## src/rtl/vram_dma_m.sv

```systemverilog
`default_nettype none
// ============================================================================
// Module   : vram_dma_m
// Brief    : CPU-side DMA copying an OBM (256 B) or PMF (512 B) image from
//            source RAM into the GPU VRAM write port, optionally vblank-gated.
// Revision : 1.0
// ============================================================================
module vram_dma_m #(
  parameter int                 SRC_ADDR_WIDTH = 16,
  parameter int                 VRAM_AW        = 12,
  parameter logic [VRAM_AW-1:0] OBM_BASE       = 12'h800,
  parameter logic [VRAM_AW-1:0] PMF_BASE       = 12'h000,
  parameter bit                 GATE_VBLANK    = 1'b1
) (
  input  logic                      cpu_clk,
  input  logic                      rst,
  input  logic                      start,
  input  logic                      target,
  input  logic [SRC_ADDR_WIDTH-1:0] src_base,
  input  logic                      abort,
  input  logic                      vblank,
  output logic [SRC_ADDR_WIDTH-1:0] src_addr,
  output logic                      src_rd_en,
  input  logic [7:0]                src_data,
  output logic [7:0]                data_out,
  output logic [VRAM_AW-1:0]        vram_address,
  output logic                      write_enable,
  output logic                      SELECT_pmf,
  output logic                      SELECT_obm,
  output logic                      busy,
  output logic                      done
);

  typedef enum logic [1:0] {
    S_IDLE = 2'd0,
    S_RUN  = 2'd1,
    S_DONE = 2'd2
  } state_t;

  state_t                    state_q, state_d;
  logic                      target_q, target_d;
  logic [SRC_ADDR_WIDTH-1:0] base_q, base_d;
  logic [9:0]                rd_idx_q, rd_idx_d;
  logic [9:0]                wr_idx_q, wr_idx_d;
  logic                      rd_pend_q, rd_pend_d;
  logic [1:0]                occ_q, occ_d;
  logic [7:0]                e0_q, e0_d;
  logic [7:0]                e1_q, e1_d;

  logic [SRC_ADDR_WIDTH-1:0] src_addr_q, src_addr_d;
  logic                      src_rd_en_q, src_rd_en_d;
  logic [7:0]                data_out_q, data_out_d;
  logic [VRAM_AW-1:0]        vram_address_q, vram_address_d;
  logic                      write_enable_q, write_enable_d;
  logic                      sel_pmf_q, sel_pmf_d;
  logic                      sel_obm_q, sel_obm_d;
  logic                      busy_q, busy_d;
  logic                      done_q, done_d;

  logic [9:0] len;
  logic       gate;
  logic       run_ok;
  logic       head_vld;
  logic [7:0] head;
  logic       wr;
  logic       rd;
  logic       pop;
  logic       push;
  logic [2:0] fill;
  logic [1:0] slot;

  always_comb begin
    state_d        = state_q;
    target_d       = target_q;
    base_d         = base_q;
    rd_idx_d       = rd_idx_q;
    wr_idx_d       = wr_idx_q;
    occ_d          = occ_q;
    e0_d           = e0_q;
    e1_d           = e1_q;
    src_addr_d     = src_addr_q;
    data_out_d     = data_out_q;
    vram_address_d = vram_address_q;
    src_rd_en_d    = 1'b0;
    write_enable_d = 1'b0;
    sel_pmf_d      = 1'b0;
    sel_obm_d      = 1'b0;
    rd_pend_d      = 1'b0;

    len    = target_q ? 10'd512 : 10'd256;
    gate   = vblank | ~GATE_VBLANK;
    run_ok = (state_q == S_RUN) && !abort;

    // Head of the skid buffer; bypass straight from src_data when empty.
    head_vld = (occ_q != 2'd0) || rd_pend_q;
    head     = (occ_q != 2'd0) ? e0_q : src_data;
    wr       = run_ok && gate && head_vld && (wr_idx_q != len);

    // Bytes that will be buffered or in flight after this edge bound the reads.
    fill = {1'b0, occ_q} + {2'b00, src_rd_en_q} + {2'b00, rd_pend_q} - {2'b00, wr};
    rd   = run_ok && gate && (rd_idx_q < len) && (fill < 3'd2);

    pop  = wr && (occ_q != 2'd0);
    push = run_ok && rd_pend_q && !(wr && (occ_q == 2'd0));
    slot = occ_q - {1'b0, pop};

    case (state_q)
      S_IDLE: begin
        if (start && !abort) begin
          state_d  = S_RUN;
          target_d = target;
          base_d   = src_base;
          rd_idx_d = 10'd0;
          wr_idx_d = 10'd0;
        end
      end
      S_RUN: begin
        if (abort) begin
          state_d = S_IDLE;
        end else if (wr_idx_q == len) begin
          state_d = S_DONE;
        end
      end
      S_DONE:  state_d = S_IDLE;
      default: state_d = S_IDLE;
    endcase

    if (rd) begin
      src_rd_en_d = 1'b1;
      src_addr_d  = base_q + SRC_ADDR_WIDTH'(rd_idx_q);
      rd_idx_d    = rd_idx_q + 10'd1;
    end
    rd_pend_d = run_ok && src_rd_en_q;

    if (wr) begin
      write_enable_d = 1'b1;
      data_out_d     = head;
      vram_address_d = (target_q ? PMF_BASE : OBM_BASE) + VRAM_AW'(wr_idx_q);
      sel_pmf_d      = target_q;
      sel_obm_d      = !target_q;
      wr_idx_d       = wr_idx_q + 10'd1;
    end

    if (pop) begin
      e0_d = e1_q;
    end
    if (push) begin
      if (slot == 2'd0) begin
        e0_d = src_data;
      end else begin
        e1_d = src_data;
      end
    end
    occ_d = run_ok ? (slot + {1'b0, push}) : 2'd0;

    busy_d = (state_d != S_IDLE);
    done_d = (state_d == S_DONE);
  end

  always_ff @(posedge cpu_clk) begin
    if (rst) begin
      state_q        <= S_IDLE;
      target_q       <= 1'b0;
      base_q         <= '0;
      rd_idx_q       <= 10'd0;
      wr_idx_q       <= 10'd0;
      rd_pend_q      <= 1'b0;
      occ_q          <= 2'd0;
      e0_q           <= 8'd0;
      e1_q           <= 8'd0;
      src_addr_q     <= '0;
      src_rd_en_q    <= 1'b0;
      data_out_q     <= 8'd0;
      vram_address_q <= '0;
      write_enable_q <= 1'b0;
      sel_pmf_q      <= 1'b0;
      sel_obm_q      <= 1'b0;
      busy_q         <= 1'b0;
      done_q         <= 1'b0;
    end else begin
      state_q        <= state_d;
      target_q       <= target_d;
      base_q         <= base_d;
      rd_idx_q       <= rd_idx_d;
      wr_idx_q       <= wr_idx_d;
      rd_pend_q      <= rd_pend_d;
      occ_q          <= occ_d;
      e0_q           <= e0_d;
      e1_q           <= e1_d;
      src_addr_q     <= src_addr_d;
      src_rd_en_q    <= src_rd_en_d;
      data_out_q     <= data_out_d;
      vram_address_q <= vram_address_d;
      write_enable_q <= write_enable_d;
      sel_pmf_q      <= sel_pmf_d;
      sel_obm_q      <= sel_obm_d;
      busy_q         <= busy_d;
      done_q         <= done_d;
    end
  end

  assign src_addr     = src_addr_q;
  assign src_rd_en    = src_rd_en_q;
  assign data_out     = data_out_q;
  assign vram_address = vram_address_q;
  assign write_enable = write_enable_q;
  assign SELECT_pmf   = sel_pmf_q;
  assign SELECT_obm   = sel_obm_q;
  assign busy         = busy_q;
  assign done         = done_q;

endmodule
`default_nettype wire

```

## config.mk

```make
export PLATFORM = sky130hd
export DESIGN_NAME = vram_dma_m
export DESIGN_NICKNAME = d
export VERILOG_FILES = /design/src/rtl/vram_dma_m.sv
export SDC_FILE = /design/constraint.sdc
export NUM_CORES = 1
export LEC_CHECK = 0
export CORE_MARGIN = 2
export CORE_UTILIZATION = 58
export CTS_CLUSTER_SIZE = 10
export DETAILED_ROUTE_END_ITERATION = 7
export PLACE_DENSITY = 0.9
export SLEW_MARGIN = 20
export SYNTH_ARGS = -nofsm -noshare
export SYNTH_HDL_FRONTEND = slang
export SYNTH_SLANG_ARGS = --single-unit
```

## constraint.sdc

```tcl
create_clock -name cpu_clk -period 11 [get_ports cpu_clk]
set_input_delay 2.2 -clock cpu_clk [delete_from_list [all_inputs] [get_ports cpu_clk]]
set_output_delay 2.2 -clock cpu_clk [all_outputs]
set_load 0.005 [all_outputs]
```

==> results.toml <==
[global_routing]
antenna_found_initial = 0
grt_max_degree = 97
grt_use_total_pct = 25.1
first_global_vias = 3760
grt_pass1_wl_mm = 17.6
grt_overflow = 0

[die]
ioPinCount = 72
fp.dieH_um = 92.8
core_area_mm2 = 0.00769
chipWidth_um = 92.8
dieArea_mm2 = 0.00861
row_count = 32
start_util_pct = 59.5

[clocking]
cts_setup_buffers = 0
cts_max_level = 3
clock-root-buffer = "clkbuf_8"
cts_resized = 0
cts_buffer_depth = 2
tritoncts = "yes"
ctsHoldBuffers = 0
cts-buffers-inserted = 9
path_clk_slew_ns = 0.10
clk_latency_ns = 0.37
clkSinkCount = 99

[layout]
nNetsFinal = 647
drive_gt1_share_pct = 5.15
area_growth_pct = 21.1
num_antenna_cells = 0

[synthesis]
synth_cells = 545
synth_top_area_cell = "dfxtp_1"
async_flop_share_pct = 0
ys_seq_area_share_pct = 43.3
synth_seq_cells = 99
synthTopCellsByArea = "dfxtp_1 (43%), a21oi_1 (6.3%), nand2_1 (6.3%)"
synth_edf_count = 0
syn-cell-area_mm2 = 0.00457
synth.distinct_cells = 53
yosysWarnings = 0
synth_ff_type = "dfxtp_1"
avgSynthCellArea_um2 = 8.39
synth_top_area_share_pct = 43.3
synth.net_count = 595

[setup_path]
worstRegToRegCells = 16
worstPathRequired_ns = 11.30
start_kind = "primary input"
timing.rr.end = "rd_idx_q[9]$_SDFFE_PP0P_"
crit_path_end_kind = "register"
ff2ff_setup_slack_ns = 5.39
crit_path_end = "rd_idx_q[9]$_SDFFE_PP0P_"
startpoint = "abort"
cp.arrival_ns = 7.57
worst-path-max-fanout = 36
timing.rr.start = "wr_idx_q[0]$_SDFFE_PP0P_"
worstSetupPathType = "in -> reg"

[placement]
io_buffer_count = 70
hpwl_mm = 7.23
globalplace.congestion = 0.906
pre_cts_ws_ns = 3.18

[sta]
worst_slack_ns = 3.73
rsz0062_at_grt = "no"
hold_viol = 0
tns_ns = 0
fin_crit_ns = 7.27
slew-limit-headroom_pct = 32.3
min_period_over_period_pct = 66.1
skew_ns = 0.0101
max_clock_freq_mhz = 138
worst_pin_slew_ns = 1.01
setup_viol = 0
drv_slew = 0

[route]
detailedRoute.firstIterationViolations = 322
wl_mm = 10.8
routedWlPerCell_um = 15.3
vias = 4100
ant_nets = 0
drt-pass1-iter-count = 5
vias_per_cell = 5.82
remaining_drc_errors = 0

[worst_hold_path]
hold_path_class = "reg -> reg"

[pwr]
power_density_mw_per_mm2 = 120
leakagePower_nw = 2.00
ir_worst_vdd_v = 0.0000691

[status]
status = "completed"

[job]
cap_violations = 0
[power breakdown]
| group | total [mW] | internal (mW) | switching [mW] |
|---|---|---|---|
| Clock | 0.261 | 0.131 | 0.130 |
| Combinational | 0.0386 | 0.0180 | 0.0205 |
| Sequential | 0.366 | 0.362 | 0.00400 |
[metal layers]
layer	vias up	track usage, %	part of all wire [%]
met4	0	8.58	1.4
met5	-	0	0
met2	138	40.9	47
met3	12	3.74	5.0
met1	1932	34.1	46
li1	2018	-	-
[synthesized netlist by cell type (2+ instances only)]
cell       n
o31a_1     3
nand2b_1   3
buf_2      9
mux2_2     2
nand3_1   10
a31oi_1    5
nor3b_1    4
a21o_1     7
nor4_1     2
a211oi_1  23
xor2_1     8
nor3_1    12
a222oi_1   8
xnor2_1    7
nor2b_1    4
nand4_1    2
nand2_1   77
fa_1       2
o211ai_1   4
o21ai_0   13
and2_1     4
and4_1     2
nand3b_1   3
o21a_1     2
nand4b_1   2
or3b_2     2
mux2i_1   16
clkbuf_1  24
nor2_1    72
a21oi_1   58
ha_1      18
dfxtp_1   99
and3_1     2
inv_1     17
[worst min path at each step]
stage,endpoint,slack [ns],cells past startpoint,from
after detailed placement,vram_address[7]$_SDFFE_PP0P_,0.45,2,vram_address[7]$_SDFFE_PP0P_
after floorplan,base_q[0]$_SDFFE_PP0P_,0.44,2,base_q[0]$_SDFFE_PP0P_
after CTS,src_addr[4]$_SDFFE_PP0P_,0.47,2,src_addr[4]$_SDFFE_PP0P_
final,vram_address[4]$_SDFFE_PP0P_,0.46,2,vram_address[4]$_SDFFE_PP0P_
after global routing,vram_address[7]$_SDFFE_PP0P_,0.49,2,vram_address[7]$_SDFFE_PP0P_
after global placement,vram_address[5]$_SDFFE_PP0P_,0.44,2,vram_address[5]$_SDFFE_PP0P_
[placed cells by master (no fill, tap or decap), types with 5 or more instances in the layout]
cell type	instances
nand3_1	10
dfxtp_1	99
a21o_1	7
clkbuf_8	9
ha_1	18
mux2i_1	16
xor2_1	8
nand2_1	77
buf_4	5
nor3_1	12
clkdlybuf4s50_1	69
xnor2_1	7
o21ai_0	13
nor2_1	72
a211oi_1	23
a21oi_1	58
a31oi_1	5
inv_1	17
a222oi_1	8
[cell type report]
type	instances	area (um^2)
fillers	592	2150
well taps	102	128
inverters	17	63.8
repair buffers	76	748
clock inverters	6	96.3
flip-flops and latches	99	1980
multi-input cells	394	2390
clock buffers	10	128
[cell families after synthesis]
logic type / count (synthesis) / synth area share, %
muxes: 18 / 4.00
DFF: 99 / 43.3
other: 1 / 0.0820
buffers and inverters: 52 / 4.60
AOI/OAI and AO/OA: 129 / 17.9
adders and majority gates: 20 / 5.80
xor gates and xnor gates: 15 / 2.87
and+or+nand+nor: 211 / 21.4
[critical path, stage by stage]
cell and delay [ns]:
clkdlybuf4s50_1 0.45, nand4bb_1 0.34, or3b_2 0.85, inv_1 0.45
ha_1 0.32, inv_1 0.06, ha_1 0.22, a21o_1 0.18
fa_1 0.45, nor2_1 0.14, nand4b_1 0.80, nor4_1 0.63
mux2_2 0.39, nor2_1 0.08
[state kept, by name, summed over array words and instances, names as in the netlist, 2 cells and up]
signal and flops:
data_out 8, occ_q 2, base_q 16, e1_q 8, vram_address 11, src_addr 16, state_q 2, e0_q 8
wr_idx_q 10, rd_idx_q 10
[through the flow]
step	hold slack [ns]	std cells	util (%)	power [mW]	cell area, um^2
CTS	0.467	703	71.8	0.666	5520
global placement	0.444	687	68.9	0.411	5300
finish	0.464	704	72.0	0.665	5540
global route	0.488	704	72.0	0.688	5540
detailed placement	0.455	687	68.9	0.412	5300
floorplan	0.441	545	-	0.393	4570
Note: power is estimated with default switching activity, not from simulation.
